===== config.mk =====
export PLATFORM = sky130hd
export DESIGN_NAME = mc_controller
export DESIGN_NICKNAME = d
export VERILOG_FILES = /design/src/rtl/mc_controller.sv
export SDC_FILE = /design/constraint.sdc
export NUM_CORES = 1
export LEC_CHECK = 0
export BUFFER_PORTS_ARGS = -buffer_cell sky130_fd_sc_hd__buf_2
export CAP_MARGIN = 15
export CORE_MARGIN = 5
export CORE_UTILIZATION = 43
export DETAILED_ROUTE_END_ITERATION = 16
export PLACE_DENSITY = 0.84
export SLEW_MARGIN = 10
export SYNTH_ARGS = -nofsm -noshare
export SYNTH_HDL_FRONTEND = slang
export SYNTH_SLANG_ARGS = --single-unit

===== constraint.sdc =====
create_clock -name clk -period 1.7 [get_ports clk]
set_clock_uncertainty 0.2 [all_clocks]
set_input_delay 0.17 -clock clk [delete_from_list [all_inputs] [get_ports clk]]
set_output_delay 0.17 -clock clk [all_outputs]
set_load 0.005 [all_outputs]

===== src/rtl/mc_controller.sv =====
// Multi-cycle MIPS control unit: sequences FETCH/DECODE/EXEC/MEM/WB and drives datapath selects/strobes.
// Latency: 2 (j/jal/jr), 3 (beq), 4 (sw, R-type/ori/lui), 5 (lw) cycles, plus one per memory wait cycle.
// Backpressure: mem_ready low stalls FETCH/MEM; MEM_TIMEOUT consecutive low cycles in one access enter ERR.
//
// Ports:
//   clk, reset (async, active-low)       clock and reset
//   opcode, funct, zero                  instruction fields and ALU equality flag
//   mem_ready                            memory completes the current access this cycle
//   pc_write, ir_write, reg_write,       datapath strobes
//   mem_read, mem_write
//   npc_op, a3op, regop, alu_bop,        datapath mux selects / ALU control
//   alu_op, zero_ext
//   state, instr_done, err               debug state, retire pulse, sticky error
// Optional feature: define MC_PERF_CNT_EN to add 32-bit cyc_cnt / ins_cnt outputs.
module mc_controller #(
    parameter int MEM_TIMEOUT = 15
) (
    input  logic        clk,
    input  logic        reset,
    input  logic [5:0]  opcode,
    input  logic [5:0]  funct,
    input  logic        zero,
    input  logic        mem_ready,
    output logic        pc_write,
    output logic        ir_write,
    output logic        reg_write,
    output logic        mem_read,
    output logic        mem_write,
    output logic [2:0]  npc_op,
    output logic [1:0]  a3op,
    output logic [1:0]  regop,
    output logic [1:0]  alu_bop,
    output logic [3:0]  alu_op,
    output logic        zero_ext,
    output logic [2:0]  state,
    output logic        instr_done,
`ifdef MC_PERF_CNT_EN
    output logic [31:0] cyc_cnt,
    output logic [31:0] ins_cnt,
`endif
    output logic        err
);

    localparam int CW = $clog2(MEM_TIMEOUT + 1);

    typedef enum logic [2:0] {
        S_FETCH  = 3'd0,
        S_DECODE = 3'd1,
        S_EXEC   = 3'd2,
        S_MEM    = 3'd3,
        S_WB     = 3'd4,
        S_ERR    = 3'd5
    } state_t;

    localparam logic [5:0] OP_RTYPE = 6'h00;
    localparam logic [5:0] OP_J     = 6'h02;
    localparam logic [5:0] OP_JAL   = 6'h03;
    localparam logic [5:0] OP_BEQ   = 6'h04;
    localparam logic [5:0] OP_ORI   = 6'h0D;
    localparam logic [5:0] OP_LUI   = 6'h0F;
    localparam logic [5:0] OP_LW    = 6'h23;
    localparam logic [5:0] OP_SW    = 6'h2B;
    localparam logic [5:0] FN_ADDU  = 6'h21;
    localparam logic [5:0] FN_SUBU  = 6'h23;
    localparam logic [5:0] FN_JR    = 6'h08;

    state_t         cur_st;
    state_t         nxt_st;
    logic [CW-1:0]  wait_cnt;
    logic [CW-1:0]  wait_nxt;
    logic           timeout_hit;

    // instruction decode
    logic is_rtype, is_addu, is_subu, is_jr;
    logic is_j, is_jal, is_beq, is_ori, is_lui, is_lw, is_sw, is_legal;

    assign is_rtype = (opcode == OP_RTYPE);
    assign is_addu  = is_rtype && (funct == FN_ADDU);
    assign is_subu  = is_rtype && (funct == FN_SUBU);
    assign is_jr    = is_rtype && (funct == FN_JR);
    assign is_j     = (opcode == OP_J);
    assign is_jal   = (opcode == OP_JAL);
    assign is_beq   = (opcode == OP_BEQ);
    assign is_ori   = (opcode == OP_ORI);
    assign is_lui   = (opcode == OP_LUI);
    assign is_lw    = (opcode == OP_LW);
    assign is_sw    = (opcode == OP_SW);
    assign is_legal = is_addu | is_subu | is_jr | is_j | is_jal | is_beq |
                      is_ori | is_lui | is_lw | is_sw;

    // The current low-ready cycle is the MEM_TIMEOUT-th in a row: give up at
    // the coming edge. A ready in this same cycle completes the access instead.
    assign timeout_hit = !mem_ready && (wait_cnt == CW'(MEM_TIMEOUT - 1));

    // ungated control decode
    logic       pc_write_c, ir_write_c, reg_write_c, mem_read_c, mem_write_c;
    logic [2:0] npc_op_c;
    logic [1:0] a3op_c, regop_c, alu_bop_c;
    logic [3:0] alu_op_c;
    logic       zero_ext_c, instr_done_c;

    always_comb begin
        nxt_st       = cur_st;
        pc_write_c   = 1'b0;
        ir_write_c   = 1'b0;
        reg_write_c  = 1'b0;
        mem_read_c   = 1'b0;
        mem_write_c  = 1'b0;
        npc_op_c     = 3'd0;
        a3op_c       = 2'd0;
        regop_c      = 2'd0;
        alu_bop_c    = 2'd0;
        alu_op_c     = 4'd0;
        zero_ext_c   = 1'b0;
        instr_done_c = 1'b0;

        case (cur_st)
            S_FETCH: begin
                mem_read_c = 1'b1;
                if (mem_ready) begin
                    ir_write_c = 1'b1;
                    pc_write_c = 1'b1;
                    nxt_st     = S_DECODE;
                end else if (timeout_hit) begin
                    nxt_st = S_ERR;
                end
            end

            S_DECODE: begin
                if (!is_legal) begin
                    nxt_st = S_ERR;
                end else if (is_j || is_jal) begin
                    pc_write_c   = 1'b1;
                    npc_op_c     = 3'd2;
                    instr_done_c = 1'b1;
                    nxt_st       = S_FETCH;
                    if (is_jal) begin
                        // link register gets PC+4, already in the PC
                        reg_write_c = 1'b1;
                        a3op_c      = 2'd2;
                        regop_c     = 2'd2;
                    end
                end else if (is_jr) begin
                    pc_write_c   = 1'b1;
                    npc_op_c     = 3'd3;
                    instr_done_c = 1'b1;
                    nxt_st       = S_FETCH;
                end else begin
                    nxt_st = S_EXEC;
                end
            end

            S_EXEC: begin
                alu_op_c   = (is_subu || is_beq) ? 4'd1 : (is_ori ? 4'd2 : 4'd0);
                alu_bop_c  = (is_ori || is_lw || is_sw) ? 2'd1 : (is_lui ? 2'd2 : 2'd0);
                zero_ext_c = is_ori;
                if (is_beq) begin
                    pc_write_c   = zero;
                    npc_op_c     = 3'd1;
                    instr_done_c = 1'b1;
                    nxt_st       = S_FETCH;
                end else if (is_lw || is_sw) begin
                    nxt_st = S_MEM;
                end else begin
                    nxt_st = S_WB;
                end
            end

            S_MEM: begin
                if (is_lw) begin
                    mem_read_c = 1'b1;
                    if (mem_ready)        nxt_st = S_WB;
                    else if (timeout_hit) nxt_st = S_ERR;
                end else if (is_sw) begin
                    mem_write_c = 1'b1;
                    if (mem_ready) begin
                        instr_done_c = 1'b1;
                        nxt_st       = S_FETCH;
                    end else if (timeout_hit) begin
                        nxt_st = S_ERR;
                    end
                end else begin
                    // IR cannot legally change mid-instruction; treat as corruption
                    nxt_st = S_ERR;
                end
            end

            S_WB: begin
                reg_write_c  = 1'b1;
                a3op_c       = is_rtype ? 2'd1 : 2'd0;
                regop_c      = is_lw ? 2'd1 : 2'd0;
                instr_done_c = 1'b1;
                nxt_st       = S_FETCH;
            end

            S_ERR: begin
                nxt_st = S_ERR;
            end

            default: begin
                nxt_st = S_FETCH;
            end
        endcase
    end

    // Wait counter runs only while a memory access is stalled in place.
    always_comb begin
        wait_nxt = '0;
        if ((cur_st == S_FETCH || cur_st == S_MEM) && !mem_ready && (nxt_st == cur_st))
            wait_nxt = wait_cnt + CW'(1);
    end

    always_ff @(posedge clk or negedge reset) begin
        if (!reset) begin
            cur_st   <= S_FETCH;
            wait_cnt <= '0;
            err      <= 1'b0;
        end else begin
            cur_st   <= nxt_st;
            wait_cnt <= wait_nxt;
            if (nxt_st == S_ERR)
                err <= 1'b1;
        end
    end

    // Everything is held at 0 while reset is low so a half-done instruction
    // cannot strobe the datapath during reset.
    always_comb begin
        pc_write   = reset & pc_write_c;
        ir_write   = reset & ir_write_c;
        reg_write  = reset & reg_write_c;
        mem_read   = reset & mem_read_c;
        mem_write  = reset & mem_write_c;
        instr_done = reset & instr_done_c;
        npc_op     = reset ? npc_op_c   : 3'd0;
        a3op       = reset ? a3op_c     : 2'd0;
        regop      = reset ? regop_c    : 2'd0;
        alu_bop    = reset ? alu_bop_c  : 2'd0;
        alu_op     = reset ? alu_op_c   : 4'd0;
        zero_ext   = reset & zero_ext_c;
    end

    assign state = cur_st;

`ifdef MC_PERF_CNT_EN
    always_ff @(posedge clk or negedge reset) begin
        if (!reset) begin
            cyc_cnt <= 32'd0;
            ins_cnt <= 32'd0;
        end else begin
            if (cur_st != S_ERR)
                cyc_cnt <= cyc_cnt + 32'd1;
            if (instr_done)
                ins_cnt <= ins_cnt + 32'd1;
        end
    end
`endif

endmodule


---- Word-level counts from Yosys, hierarchy flattened ----
Index checks and enable logic that the tools add are counted.
cells by class
  $add $sub $neg .......................... 1
  multipliers ............................. 0
  div/mod/pow operators ................... 0
  magnitude comparators ................... 0
  equality and inequality tests ........... 18
  shift-type cells ........................ 0
  mux-type cells .......................... 57
  bitwise gates (word level) .............. 16
  reductions and logical operators ........ 15
operators with widths
  cell                                           number
  two-way mux 2 bit                              17
  two-way mux 3 bit                              10
  == test 6 bit, second input constant           4
  two-way mux 1 bit                              20
  == test 6 x 4 -> 1 bit, second input constant  3
  one-hot mux 3 bit (5 select lines)             1
  == test 6 x 2 -> 1 bit, second input constant  2
  one-hot mux 2 bit (2 select lines)             3
  == test 3 bit, second input constant           3
  bitwise OR 1 bit                               9
  two-way mux 4 bit                              2
  AND 1 bit                                      7
  == test 3 x 2 -> 1 bit, second input constant  2
  == test 6 x 3 -> 1 bit, second input constant  1
  logical AND 1 bit                              6
  logical NOT 6 bit                              1
  logical OR 1 bit                               6
  adder 4 x 1 -> 4 bit, second input constant    1
  == test 4 bit, second input constant           1
  one-hot mux 1 bit (2 select lines)             2
  one-hot mux 1 bit (4 select lines)             1
  == test 3 x 1 -> 1 bit, second input constant  1
  == test 3 bit                                  1
  logical NOT 3 bit                              1
  other kinds (2)                                2
word-level totals
  bits in registers ....................... 8
  latch bits .............................. 0
  memory bits (writable) .................. 0
  bits in read-only memories .............. 0
  input port bits ......................... 16
  output and inout port bits .............. 24
  word-level logic and storage cells ...... 110
  memories ................................ 0

---- Longest topological paths before layout ----
Gate-level depths: netlist of run 1.
  depth after elaboration ................. 16
  depth in mapped cells ................... 7
  depth with buffers taken out ............ 7

---- Worst setup path before layout of run 1 ----
OpenSTA, ideal clock, no wires.
  kind .................................... flip-flop to flip-flop
  start point ............................. register wait_cnt[0]
  end point ............................... register err
  library setup time ...................... 0.080 ns
  data arrival time ....................... 1.415 ns
  required time ........................... 1.420 ns
  slack ................................... 0.005 ns
  stages on the path, launching flop included .. 7
  buffers on the path ..................... 0
  clock period less this slack ............ 1.695 ns
  cell sequence ........................... dfrtp_1 inv_1 ha_1 and3_1 nor3_1 or4_4 o211ai_2
between the ends
  longest elaborated chain between the ends .. 8
  elaborated cells on any way between the ends .. 10
  classes of those cells .................. 2 x eq/ne; 7 x mux; 1 x reduce/logical
ends and longest elaborated chain
  what                                  line           RTL
  start, declared                       69             logic [CW-1:0] wait_cnt;
  start signal, assigned                220            wait_cnt <= wait_nxt;
  == test 4 bit *                       93             assign timeout_hit = !mem_ready && (wait_cnt == CW'(MEM_TIMEOUT - 1));
  logical AND 1 bit *                   93
  two-way mux 3 bit *                   124, 173, 179
  two-way mux 3 bit                     176            if (mem_ready) begin
  two-way mux 3 bit                     174            end else if (is_sw) begin
  two-way mux 3 bit                     170            if (is_lw) begin
  one-hot mux 3 bit (5 select lines) *  117            case (cur_st)
  == test 3 bit *                       221            if (nxt_st == S_ERR)
  end signal, assigned                  217            err <= 1'b0;
  end signal, assigned                  222            err <= 1'b1;
  end, declared                         41             output logic err
Every way passes the cells marked *; elsewhere a longest branch is shown, timed or not.
A chain may end at the register's enable or synchronous reset.

---- Worst setup path after layout of run 1 ----
  start point ............................. register cur_st[0] (netlist: state[0])
  end point ............................... output port alu_bop[1]
between the ends
  longest elaborated chain between the ends .. 3
ends and longest elaborated chain
  what                    line  RTL
  start, declared         67    state_t cur_st;
  start signal, assigned  219   cur_st <= nxt_st;
  == test 3 x 2 -> 1 bit  117
  two-way mux 2 bit       117
  two-way mux 2 bit       238   alu_bop = reset ? alu_bop_c : 2'd0;
  end, declared           32    output logic [1:0] alu_bop,
Every way passes these cells.

==> reports/metrics.csv, run 1 <==
metric,value,unit
required,1.33,ns
syn_area,964.7,um^2
end_kind,output port,
p_comb_frac,0.693,
pwr-share-clk,0.100,
swShare,0.4654,
drv_cap,0,
crit_type,reg2out,
synth_fa_ha_area_frac,0.02594,
violations,negative setup slack,
final_cell_mix,"40 x buf_4, 36 x buf_2, 11 x buf_6",
p_int,0.8132,mW
dp_hpwl,2603,um
die_y,57.37,um
drt-pass1-iter-count,4,
mostFrequentLayoutCell,buf_4,
fin_area,1856,um^2
synth_mux_area_frac,0,
clockBufferDepth,2,
port_buffers,36,
cts_made_buffers,3,
reg2reg_from,state[0]$_DFF_PN0_,
p_seq_frac,0.207,
die-area,3291,um^2
ir_drop,0.8500,mV
drt-met1-wl,2172,um
synth_top_family_by_area,simple AND/OR/NAND/NOR gates,
startpoint,state[0]$_DFF_PN0_,
place_ws,-0.1462,ns
overflow,0,
ios,40,
die_x,57.37,um
rows,17,
vias,1626,
yosys_register_bits,8,
status,"complete, but fails checks",
period_minus_slack,2.025,ns
setup_slack,-0.3250,ns
area_growth,92.35,%
track_usage,0.2617,
ys_types,47,
netlist_instances,130,
start_kind,flip-flop,
synth_warnings,0,
crit_path_end,alu_bop[1],
path_max_fanout,5,
wl_met2,2678,um
power,1.521,mW
via_per_inst,6.775,
diodes,0,
antenna_found_initial,0,
leakage,0.8666,nW
fin_nets,232,
slew_viol_final,0,
clock_sinks,8,
synthXorXnorAreaFrac,0.02724,
fmax,493.8,MHz
grt_max_degree,10,
r2r_cells,5,
place_inst,222,
drive_above_1_share,0.6651,
drt-total-wl,6093,um
gp_routability_congestion,0.9110,
ys_seq_area_frac,0.2075,
path_clk_slew,0.06,ns
grt_pass1_vias,1436,
htree_levels,1,
maxUsedRoutingLayer,met4,
setup_violations,25,
core_area,2170,um^2
reg2reg_to,wait_cnt[3]$_DFF_PN0_,
fin_crit_sh,1.191,
grt_pass1_wl,6920,um
rsz0062_at_grt,yes,
wl_per_cell,25.39,um
net-switching-power,0.7080,mW
root_buffer,clkbuf_4,
drt-initial-drc-count,141,
insertion_delay,0.26,ns
synthSimpleGateAreaFrac,0.4643,
avgSynthCellArea,7.421,um^2
start_util,0.4446,
cts_tree,built,
synth_compound_gate_area_share,0.1958,
critical_path_arrival,1.65,ns
stdcell_count,240,
hold_path.class,reg2reg,
postRouteAntennaNets,0,
placed_area,1404,um^2
powerDensity,819.8,nW/um^2
hold_violations,0,
wl_met3,642,um
r2r_setup_slack,-0.29,ns
drc,0,
min-delay-start,err$_DFFE_PN0N_,
cells in the mapped netlist (all sizes together):
library cell / instances / area (um^2)
o311a: 1 / 10.01
nand3: 7 / 35.03
o21ai: 5 / 25.02
o31a: 1 / 8.760
o41ai: 1 / 8.760
nor2: 17 / 66.32
a211oi: 1 / 7.510
nand3b: 4 / 30.03
ha: 2 / 25.02
or4: 2 / 18.77
dfrtp: 8 / 200.2
and4: 2 / 17.52
buf: 6 / 42.54
a31oi: 2 / 12.51
clkbuf: 5 / 18.77
nor2b: 4 / 32.53
nand4: 1 / 6.260
nand4b: 1 / 8.760
nor4: 3 / 18.77
o211ai: 3 / 27.52
a2111o: 1 / 11.26
o21a: 1 / 7.510
or2b: 1 / 8.760
nor3: 9 / 45.04
a221oi: 1 / 8.760
or4b: 1 / 10.01
xnor2: 2 / 17.52
inv: 3 / 11.26
and3: 3 / 18.77
and2b: 1 / 7.510
nor3b: 3 / 22.52
a21oi: 9 / 45.04
xor2: 1 / 8.760
o32ai: 1 / 16.27
and2: 1 / 6.260
nor4b: 1 / 8.760
nand2b: 5 / 38.78
conb: 1 / 3.750
and4b: 2 / 21.27
nand2: 7 / 26.28
flip-flops by register name, summed over array words and instances (netlist names):
name,cells
state,3
err,1
wait_cnt,4
layout make-up:
class,count,area (um^2)
tap,28,35.03
fill,105,314.1
multi-input combinational,110,968.4
sequential,8,203.9
clock buffer,3,22.52
timing repair buffer,88,614.3
inverter,3,11.26
critical path: stages, from the launching register on:
cell	delay (ns)
dfrtp_2	0.46
or2b_4	0.30
nor2_4	0.13
nand3_4	0.12
nor3_2	0.23
buf_2	0.16
power groups by stage:
| stage | Clock, mW | Combinational (mW) | Sequential [mW] |
|---|---|---|---|
| after floorplan | 0 | 0.313 | 0.267 |
| after global placement | 0 | 0.592 | 0.279 |
| after detailed placement | 0 | 0.617 | 0.284 |
| after CTS | 0.151 | 0.771 | 0.300 |
| after global routing | 0.167 | 1.09 | 0.318 |
| final | 0.152 | 1.05 | 0.315 |
per-layer routing:
layer / vias up / track usage
li1: 643 / -
met1: 781 / 0.2973
met2: 140 / 0.4806
met3: 62 / 0.02941
met4: 0 / 0.1192
met5: - / 0
per-stage QoR:
stage	hold WS, ns	setup TNS (ns)	utilization
after CTS	0.1749	-2.127	0.7751
final	0.2652	-4.758	0.8552
after detailed placement	-0.08427	-1.228	0.6471
after global routing	0.3073	-5.964	0.8552
after floorplan	-0.3256	0	-
after global placement	-0.09652	-0.6805	0.6471
timing repair:
| item | CTS | global route |
|---|---|---|
| hold buffers | 1 | 0 |
| hold endpoints to repair | 8 | 0 |
| resized for setup | 44 | 26 |
| buffers inserted | 7 | 7 |
| pin swaps | 19 | 15 |
| endpoints found under the setup margin | 23 | 25 |
worst min path at each step:
stage / to / slack, ns / cells past startpoint
2_1_floorplan: err$_DFFE_PN0N_ / -0.33 / 0
3_3_place_gp: err$_DFFE_PN0N_ / -0.1 / 2
3_5_place_dp: wait_cnt[1]$_DFF_PN0_ / -0.08 / 2
4_1_cts: state[1]$_DFF_PN0_ / 0.17 / 4
5_1_grt: err$_DFFE_PN0N_ / 0.31 / 2
6_report: err$_DFFE_PN0N_ / 0.27 / 2
cell families (layout without fill, tap and decap cells):
logic type | Yosys count | in the layout
AOI/OAI and AO/OA | 27 | 27
xor gates and xnor gates | 3 | 3
adders and majority gates | 2 | 2
buffers and inverters | 14 | 94
DFF | 8 | 8
other | 1 | 3
and+or+nand+nor | 75 | 75
No activity file was read; power rests on OpenSTA's default activity.
==> inputs of run 2 (changes only) <==
--- a/config.mk
+++ b/config.mk
@@ -7,8 +7,10 @@
 export LEC_CHECK = 0
 export BUFFER_PORTS_ARGS = -buffer_cell sky130_fd_sc_hd__buf_2
 export CAP_MARGIN = 15
+export CELL_PAD_IN_SITES_DETAIL_PLACEMENT = 1
+export CELL_PAD_IN_SITES_GLOBAL_PLACEMENT = 2
 export CORE_MARGIN = 5
-export CORE_UTILIZATION = 43
+export CORE_UTILIZATION = 23
 export DETAILED_ROUTE_END_ITERATION = 16
 export PLACE_DENSITY = 0.84
 export SLEW_MARGIN = 10
==> reports/metrics.csv, run 2 (synthesis results as in run 1) <==
metric,value,unit,change
grt_pass1_vias,1494,,"was 1,436"
diodes,0,,unchanged
r2r_setup_slack,-0.13,ns,was -0.29 ns
dp_hpwl,3404,um,was 2603 um
startpoint,state[1]$_DFF_PN0_,,was state[0]$_DFF_PN0_
setup_violations,25,,unchanged
crit_top_cell,buf_6,,
leakage,0.8804,nW,was 0.8666 nW
setup_slack,-0.2464,ns,was -0.3250 ns
violations,negative setup slack,,unchanged
fin_area,1909,um^2,was 1856 um^2
end_kind,output port,,unchanged
drt-total-wl,4681,um,was 6093 um
largest_register_ffs,4,,unchanged
cts_tree,built,,unchanged
via_per_inst,5.125,,was 6.775
core_area,4029,um^2,was 2170 um^2
insertion_delay,0.23,ns,was 0.26 ns
rows,23,,was 17
grt_pass1_wl,7176,um,was 6920 um
area_growth,97.92,%,was 92.35%
path_max_fanout,5,,unchanged
drive_above_1_share,0.6355,,was 0.6651
die_y,74.76,um,was 57.37 um
slew_viol_final,0,,unchanged
largest-register,wait_cnt,,unchanged
drc,0,,unchanged
vias,1353,,"was 1,626"
gp_routability_congestion,0.8577,,was 0.9110
wl_per_cell,17.73,um,was 25.39 um
fmax,513.8,MHz,was 493.8 MHz
start_kind,flip-flop,,unchanged
r2r_cells,6,,was 5
rsz0062_at_grt,yes,,unchanged
htree_levels,1,,unchanged
start_util,0.2394,,was 0.4446
crit_path_end,instr_done,,was alu_bop[1]
cts_made_buffers,3,,unchanged
clockBufferDepth,2,,unchanged
die-area,5589,um^2,was 3291 um^2
ir_drop,0.5480,mV,was 0.8500 mV
port_buffers,36,,unchanged
cp_top_family,flip-flops,,was simple AND/OR/NAND/NOR gates
hold_path.class,in2reg,,was reg2reg
cpMaxStageDelayCell,dfrtp_2,,unchanged
place_inst,251,,was 222
drt-pass1-iter-count,4,,unchanged
reg2reg_from,state[0]$_DFF_PN0_,,unchanged
reg2reg_to,state[2]$_DFF_PN0_,,was wait_cnt[3]$_DFF_PN0_
fill_cells,498,,was 105
postRouteAntennaNets,0,,unchanged
crit_type,reg2out,,unchanged
clock_sinks,8,,unchanged
placed_area,1484,um^2,was 1404 um^2
status,"complete, but fails checks",,unchanged
multiInputGateArea,958.4,um^2,was 968.4 um^2
regArea,203.9,um^2,unchanged
worst-path-stages,6,,was 5
fin_crit_sh,1.145,,was 1.191
critical_path_arrival,1.58,ns,was 1.65 ns
root_buffer,clkbuf_8,,was clkbuf_4
crit_buf_inv,3,,was 1
overflow,0,,unchanged
drt-initial-drc-count,38,,was 141
final_cell_mix,"43 x buf_4, 35 x buf_2, 11 x nor2_1, 11 x buf_6, 7 x a21oi_1",,"was 40 x buf_4, 36 x buf_2, 11 x buf_6"
tns,-2.480,ns,was -4.758 ns
required,1.33,ns,about the same
finish.utilization,0.4739,,was 0.8552
period_minus_slack,1.946,ns,was 2.025 ns
die_x,74.76,um,was 57.37 um
hold_violations,0,,unchanged
max_stage_delay,0.44,ns,was 0.46 ns
fin_nets,234,,was 232
mostFrequentLayoutCell,buf_4,,unchanged
stdcell_count,264,,was 240
worstPathCellList,"buf_6, buf_6, nand3b_1, a21oi_2, o311a_1, buf_2",,"was or2b_4, nor2_4, nand3_4, nor3_2, buf_2"
power,1.577,mW,was 1.521 mW
grt_max_degree,10,,unchanged
track_usage,0.1668,,was 0.2617
path_clk_slew,0.04,ns,was 0.06 ns
drv_cap,0,,unchanged
powerDensity,825.8,nW/um^2,was 819.8 nW/um^2
ios,40,,unchanged
antenna_found_initial,0,,unchanged
## run 2: through the flow
stage / setup WS, ns / hold slack [ns]
final: -0.2464 / 0.2878
after global routing: -0.2734 / 0.3054
after CTS: -0.2444 / 0.2297
after detailed placement: -0.2115 / -0.07942
after global placement: -0.1887 / -0.08162
after floorplan: 0.004908 / -0.3256
## run 2: final cells by class
cell class,count,share of cell area
tap,50,0.03277
clock buffer,3,0.02163
inverter,3,0.005898
sequential,8,0.1068
timing repair buffer,90,0.3309
multi-input combinational,110,0.5020
## run 2: tightest hold or removal path, delay by kind of cell
family | cells | cell delay (ns)
buffers and inverters | 1 | 0.22
AND/OR/NAND/NOR | 3 | 0.27
## run 2: what timing repair did
item / CTS / global route
endpoints found under the setup margin: 24 / 24
buffers inserted: 8 / 3
gates resized for setup: 44 / 22
endpoints found under the hold margin: 8 / 0
hold buffers: 1 / 0
pin swaps: 19 / 11
cloned: 0 / 0
## run 2: report_power, final
part,internal [mW],switching (mW)
clock network,0.153,0.0725
logic,0.533,0.502
registers,0.229,0.0865
total,0.915,0.661
## run 2: worst min-delay path by stage
stage | startpoint | endpoint | depth (start not counted)
after floorplan | reset | err$_DFFE_PN0N_ | 0
after global placement | reset | wait_cnt[3]$_DFF_PN0_ | 2
after detailed placement | reset | err$_DFFE_PN0N_ | 2
after CTS | funct[4] | state[1]$_DFF_PN0_ | 5
after global routing | mem_ready | wait_cnt[0]$_DFF_PN0_ | 4
final | mem_ready | wait_cnt[0]$_DFF_PN0_ | 4
## run 2: layer usage
metal,GRT usage,wire (um)
met1,0.1945,1844
met2,0.3210,2531
met3,0.02804,230
met4,0.02767,74
met5,0,0
